### src/rtl/store_packer_if.sv
// Store request / memory port bundle for store_packer.
// master drives requests and out_ready; slave is the packer.
interface store_packer_if;
   logic        in_valid;
   logic        in_ready;
   logic [31:0] in_addr;
   logic [31:0] in_data;
   logic [1:0]  in_size;
   logic        out_valid;
   logic        out_ready;
   logic [31:0] out_addr;
   logic [31:0] out_data;
   logic [3:0]  out_be;

   modport master (
      output in_valid, in_addr, in_data, in_size, out_ready,
      input  in_ready, out_valid, out_addr, out_data, out_be
   );

   modport slave (
      input  in_valid, in_addr, in_data, in_size, out_ready,
      output in_ready, out_valid, out_addr, out_data, out_be
   );
endinterface

### src/rtl/store_packer.sv
// Packs sb/sh/sw store data into lane-aligned words + byte enables and
// buffers them in a FIFO. Define STORE_ALIGN_CHECK_EN to reject misaligned.
module store_packer #(
   parameter int DEPTH = 2,
   parameter int CNT_W = 2
) (
   input  logic             clk,
   input  logic             reset,
   input  logic             flush,
   store_packer_if.slave    bus,
   output logic [CNT_W-1:0] count,
   output logic             align_err
);

   localparam int PTR_W = (DEPTH > 1) ? $clog2(DEPTH) : 1;

   typedef struct packed {
      logic [31:0] addr;
      logic [31:0] data;
      logic [3:0]  be;
   } entry_t;

   entry_t           mem [DEPTH];
   entry_t           pk;
   entry_t           head;
   logic             rej;
   logic [PTR_W-1:0] wptr;
   logic [PTR_W-1:0] rptr;
   logic             full;
   logic             empty;
   logic             accept;
   logic             push;
   logic             pop;

   assign full   = (count == CNT_W'(DEPTH));
   assign empty  = (count == '0);
   assign accept = bus.in_valid && bus.in_ready;
   assign push   = accept && !rej;
   assign pop    = !empty && bus.out_ready && !flush;
   assign head   = mem[rptr];

   assign bus.in_ready  = !full && !flush;
   assign bus.out_valid = !empty;
   assign bus.out_addr  = empty ? '0 : head.addr;
   assign bus.out_data  = empty ? '0 : head.data;
   assign bus.out_be    = empty ? '0 : head.be;

   // Input packing: lane replication, byte enables, reject detection.
   always_comb begin
      pk.addr = {bus.in_addr[31:2], 2'b00};
      pk.data = bus.in_data;
      pk.be   = 4'b0000;
      rej     = 1'b0;
      unique case (bus.in_size)
         2'b00: begin
            pk.data = {4{bus.in_data[7:0]}};
            pk.be   = 4'b0001 << bus.in_addr[1:0];
         end
         2'b01: begin
            pk.data = {2{bus.in_data[15:0]}};
            pk.be   = bus.in_addr[1] ? 4'b1100 : 4'b0011;
`ifdef STORE_ALIGN_CHECK_EN
            rej     = bus.in_addr[0];
`endif
         end
         2'b10: begin
            pk.be   = 4'b1111;
`ifdef STORE_ALIGN_CHECK_EN
            rej     = (bus.in_addr[1:0] != 2'b00);
`endif
         end
         default: rej = 1'b1;
      endcase
   end

   // Entry storage; validity is tracked by count, so no reset needed.
   always_ff @(posedge clk) begin
      if (push && !flush) mem[wptr] <= pk;
   end

   // Pointers, occupancy and the registered reject pulse.
   always_ff @(posedge clk or posedge reset) begin
      if (reset) begin
         wptr      <= '0;
         rptr      <= '0;
         count     <= '0;
         align_err <= 1'b0;
      end else if (flush) begin
         wptr      <= '0;
         rptr      <= '0;
         count     <= '0;
         align_err <= 1'b0;
      end else begin
         align_err <= accept && rej;
         if (push) wptr <= wptr + PTR_W'(1);
         if (pop)  rptr <= rptr + PTR_W'(1);
         unique case ({push, pop})
            2'b10:   count <= count + CNT_W'(1);
            2'b01:   count <= count - CNT_W'(1);
            default: count <= count;
         endcase
      end
   end

endmodule

### src/flat_wrapper.sv
// flat-port wrapper written by rule: the top's interface ports become plain ports
module store_packer_flat 
#(
   parameter int DEPTH = 2,
   parameter int CNT_W = 2
)
  (clk, reset, flush, count, align_err, bus_in_valid, bus_in_addr, bus_in_data, bus_in_size, bus_out_ready, bus_in_ready, bus_out_valid, bus_out_addr, bus_out_data, bus_out_be);
  store_packer_if bus_i ();
  input  logic clk;
  input  logic reset;
  input  logic flush;
  output logic [CNT_W-1:0] count;
  output logic align_err;
  input wire logic [$bits(bus_i.in_valid)-1:0] bus_in_valid;
  input wire logic [$bits(bus_i.in_addr)-1:0] bus_in_addr;
  input wire logic [$bits(bus_i.in_data)-1:0] bus_in_data;
  input wire logic [$bits(bus_i.in_size)-1:0] bus_in_size;
  input wire logic [$bits(bus_i.out_ready)-1:0] bus_out_ready;
  output wire logic [$bits(bus_i.in_ready)-1:0] bus_in_ready;
  output wire logic [$bits(bus_i.out_valid)-1:0] bus_out_valid;
  output wire logic [$bits(bus_i.out_addr)-1:0] bus_out_addr;
  output wire logic [$bits(bus_i.out_data)-1:0] bus_out_data;
  output wire logic [$bits(bus_i.out_be)-1:0] bus_out_be;
  assign bus_i.in_valid = bus_in_valid;
  assign bus_i.in_addr = bus_in_addr;
  assign bus_i.in_data = bus_in_data;
  assign bus_i.in_size = bus_in_size;
  assign bus_i.out_ready = bus_out_ready;
  assign bus_in_ready = bus_i.in_ready;
  assign bus_out_valid = bus_i.out_valid;
  assign bus_out_addr = bus_i.out_addr;
  assign bus_out_data = bus_i.out_data;
  assign bus_out_be = bus_i.out_be;
  store_packer #(.DEPTH(DEPTH), .CNT_W(CNT_W)) u_core (.clk(clk), .reset(reset), .flush(flush), .bus(bus_i), .count(count), .align_err(align_err));
endmodule
### config.mk
export PLATFORM = sky130hd
export DESIGN_NAME = store_packer_flat
export DESIGN_NICKNAME = d
export VERILOG_FILES = /design/src/rtl/store_packer_if.sv /design/src/rtl/store_packer.sv /design/src/flat_wrapper.sv
export SDC_FILE = /design/constraint.sdc
export NUM_CORES = 1
export LEC_CHECK = 0
export CELL_PAD_IN_SITES_DETAIL_PLACEMENT = 1
export CELL_PAD_IN_SITES_GLOBAL_PLACEMENT = 1
export CORE_ASPECT_RATIO = 0.6
export CORE_MARGIN = 2
export CORE_UTILIZATION = 40
export DETAILED_ROUTE_END_ITERATION = 10
export PLACE_DENSITY = 0.86
export SYNTH_ARGS = -nofsm -noshare
export SYNTH_HDL_FRONTEND = slang
export SYNTH_SLANG_ARGS = --single-unit
### constraint.sdc
create_clock -name clk -period 10.55 [get_ports clk]
set_clock_uncertainty 0.05 [all_clocks]
set_input_delay 1.5825 -clock clk [delete_from_list [all_inputs] [get_ports clk]]
set_output_delay 1.5825 -clock clk [all_outputs]
set_load 0.01 [all_outputs]
======== Word-level counts from Yosys, hierarchy flattened ========
Memories as Yosys holds them, arrays and structs flattened.
Index checks and enable logic that the tools add are counted.
storage, ports and cells
  bits of input ports ..................... 71
  RAM bits ................................ 132
  word-level logic and storage cells ...... 47
  register bits ........................... 5
  memories ................................ 1
memories
  memory      depth  bits a word  rd ports  clocked after memory_dff  wr ports  RTL line            RTL
  u_core.mem  2      66           1         0                         1         store_packer.sv:23  entry_t mem [DEPTH];
operators by class
  reduce and logical (&&, ||, !) cells .... 16
  muxes and demuxes ....................... 16
  shift operators ......................... 1
  eq/ne operators ......................... 5
  add/subtract/negate cells ............... 4
operator list
  cell                                              number
  2-to-1 mux 32 bit                                 2
  one-hot mux 32 bit (2 select lines)               1
  one-hot mux 4 bit (3 select lines)                1
  2-to-1 mux 1 bit                                  8
  2-to-1 mux 4 bit                                  2
  logical AND 1 bit                                 7
  == test 2 bit, second input constant              3
  == test 2 x 1 -> 1 bit, second input constant     2
  logical NOT 2 bit                                 2
  one-hot mux 2 bit (2 select lines)                1
  nonzero test 2 bit                                2
  << shifter 1 x 2 -> 4 bit, first input constant   1
  logical NOT 1 bit                                 3
  nonzero test 3 bit                                1
  OR reduction 3 bit                                1
  adder 1 bit, second input constant                2
  adder 2 x 1 -> 2 bit, second input constant       1
  2-to-1 mux 2 bit                                  1
  subtractor 2 x 1 -> 2 bit, second input constant  1

======== Depth between registers and ports, before layout ========
  depth after elaboration ................. 8
  depth in mapped cells ................... 5
  gate-level depth less buffers ........... 3

======== Worst setup path after synthesis ========
Ideal clock, no wire load.
  path kind ............................... input -> register
  start point ............................. input bus_in_size[1]
  end point ............................... memory u_core.mem[1][0] (netlist bit) (enable)
  slack ................................... 1,093 ps
  stages on the path ...................... 3
  data arrival time ....................... 8,731 ps
  buffers on the path ..................... 1
  cell sequence ........................... and2_1 -> buf_2 -> nor4b_1
on the way
  cells in the longest elaborated chain, start to end .. 6
  elaborated cells between the ends (all ways) .. 8
ends and longest elaborated chain
  item                                      RTL line            RTL
  start, declared                           flat_wrapper.sv:17  input wire logic [$bits(bus_i.in_size)-1:0] bus_in_size;
  == test 2 bit (tied with other cells)     store_packer.sv:54  unique case (bus.in_size)
  OR reduction 3 bit (no source line) *     --
  logical AND 1 bit *                       store_packer.sv:38  assign push = accept && !rej;
  logical AND 1 bit *                       store_packer.sv:78  if (push && !flush) mem[wptr] <= pk;
  2-to-1 mux 1 bit *                        store_packer.sv:78
  2-to-1 mux 1 bit (implied by the code) *  store_packer.sv:78
  end, declared                             store_packer.sv:23
Every way passes the cells marked *; elsewhere a longest branch is shown, timed or not.

======== Worst setup path in the final report ========
  start point ............................. input bus_in_size[0]
  end point ............................... memory u_core.mem[0][29] (netlist bit) (enable)
The elaborated chain is that of the path after synthesis.

==> qor.txt <==
Core area: 13700 µm²
Max Clk Rate: 219 MHz
Synth top cells by count: edfxtp_1 (132), mux2i_1 (74), nor2_1 (71), mux2_2 (16)
Via count: 3510
Leak: 0.00263 µW
Gate Count Post-Synth: 371
TritonRoute pass-1 iters: 4
Total GRT Usage: 18.5%
Placement Rows: 33
Die ar.: 15100 µm²
Worst Setup End Kind: flop
Post-route ant nets: 0
Die width: 158 µm
Slew Limit Fails: 0
Setup slack after layout: 5.98 ns
Share of flip-flops with an asynchronous set or reset: 3.65%
Share of cells above drive strength 1: 10.8%
1st-iter DRT viols: 210
DP Worst Slack: 5.56 ns
Initial Util: 41.2%
Predominant post-synthesis flop cell: edfxtp_1
Critical Path RT: 10.54 ns
Area growth syn-to-layout: 38.0%
Vias in the first global route: 3820
Largest net degree at the start of global routing: 42
Status: complete, no violations
N_diodes: 0
Nature of the critical path startpoint: primary input
Fin crit share: 43.3%
CTS Buf Count: 17
# IOs: 144
Synth Warn #: 0
Sink Count: 137
RSZ-0062 raised after global routing: false
CTS Root Cell: clkbuf_16
Via density: 4.88
Gp weighted congestion: 0.772
Most common cell in the netlist: edfxtp_1
Post-synth cell types: 28
Post-synth top area cell: edfxtp_1
Layout net count: 587
Ranking of synthesized cells by area: edfxtp_1 (70%), mux2i_1 (13%), nor2_1 (4.7%)
TritonCTS clock tree: yes
Setup Fix Bufs, Post-CTS: 0
Share of the synthesized area in the top cell type: 70.1%
Clock latency on the worst-skew pair: 0.40 ns
Clock buffer depth: 2
Crit Path Max Fanout: 34
First-pass GRT wire length: 20800 µm
Final Setup Violations: 0
CTS hold repair buffers: 0
Wirelength per Cell: 18.7 µm
Clk slew on worst S/H paths: 0.06 ns
H-tree Lvls: 4
Relative slew slack: 47.4%
Chip height: 96.1 µm
EDFF count, synth: 132
Grt ovf: 0
Post-CTS sizing: 0
Final Hold Viols: 0
# DRC: 0
Slew @ Worst Pin: 0.787 ns
Number of port buffers: 141
Placed Area: 7270 µm²
VDD IR max: 0.000110 V
Syn_area_per_cell: 15.3 µm²
Power density over the cells: 172 nW/µm²
Final HPWL DP: 9110 µm
Type of the most critical hold path: reg -> reg
Fin crit period: 4.57 ns
Post-route cell area: 7810 µm²
CP Class: in -> reg
Synthesized area: 5660 µm²
Initial antenna violation count: 0
Total Routed Length: 13400 µm
Sequential fraction of the synthesis area: 72.3%
Util after Layout: 56.8%
Final setup TNS: 0 ns
Yosys reg bits: 137
WP data arrival: 4.56 ns
Maxcap violations: 0
layout by cell type, fill, tap and decap left out, drive strengths merged:
cell type and instances:
bufinv 1, buf 6, conb 2, clkinv 12
xor2 2, a21oi 6, clkbuf 18, a32oi 1
mux2i 74, dfrtp 5, edfxtp 132, o21ai 11
nand2 10, or4 1, nor4b 2, clkdlybuf4s50 141
and2b 1, and2 1, inv 6, a31oi 1
nor2 72, mux2 16, nand2b 2, o31ai 1
a211o 1, nor3 1, nand3 1, a2111oi 1
final timing paths:
check | start | to | slack [ns] | cells after the start
setup reg to reg | u_core.count[0] | u_core.mem[0][29] | 7.65 | 4
hold reg to reg | u_core.wptr | u_core.wptr | 0.54 | 2
setup / recovery | bus_in_size[0] | u_core.mem[0][29] | 5.98 | 5
hold / removal | u_core.wptr | u_core.wptr | 0.54 | 2
max in group asynchronous | reset | u_core.rptr | 8.91 | 2
min in group asynchronous | reset | u_core.rptr | 1.34 | 2
flip-flops by register name, indices dropped and copies added (netlist names):
name              flops
u_core.rptr           1
u_core.wptr           1
u_core.align_err      1
u_core.count          2
u_core.mem          132
logic make-up (layout without fill, tap and decap cells):
kind of cell,count (synthesis),in the layout,synth area share (%)
other,1,2,0.0663
xor gates and xnor gates,2,2,0.310
muxes,90,90,16.3
AOI/OAI and AO/OA,22,22,2.21
buffers and inverters,28,184,2.23
and+or+nand+nor,91,91,6.63
DFF,137,137,72.3
stage by stage:
step | hold slack, ns | std cells | power (µW)
CTS | 0.537 | 720 | 1360
global route | 0.562 | 720 | 1400
floorplan | 0.468 | 372 | 721
detailed placement | 0.531 | 689 | 821
global placement | 0.498 | 689 | 815
finish | 0.545 | 720 | 1350
worst max-delay path, cell delays in order:
cell             delay (ns)
clkdlybuf4s50_1        0.80
and2_1                 0.44
or4_4                  0.56
inv_2                  0.59
buf_4                  0.54
power by group:
part | switching (µW) | internal, µW
Combinational | 84.9 | 94.0
Clock | 217 | 321
Sequential | 11.5 | 618
Total | 314 | 1030
layer usage:
metal / up-vias / global-route usage [%] / share of wire [%]
li1: 1659 / - / -
met1: 1733 / 25.6 / 47
met2: 114 / 29.5 / 47
met3: 4 / 5.04 / 5.9
met4: 0 / 3.86 / 0.33
met5: - / 0 / 0
area by class of cell:
cell class / count / area, µm²
clock buffers: 18 / 429
clock inverters: 13 / 108
fillers: 1341 / 5940
inverters: 6 / 22.5
multi-input cells: 207 / 1460
flip-flops and latches: 137 / 4090
well taps: 192 / 240
repair buffers: 147 / 1460
No activity file was read; power rests on OpenSTA's default activity.
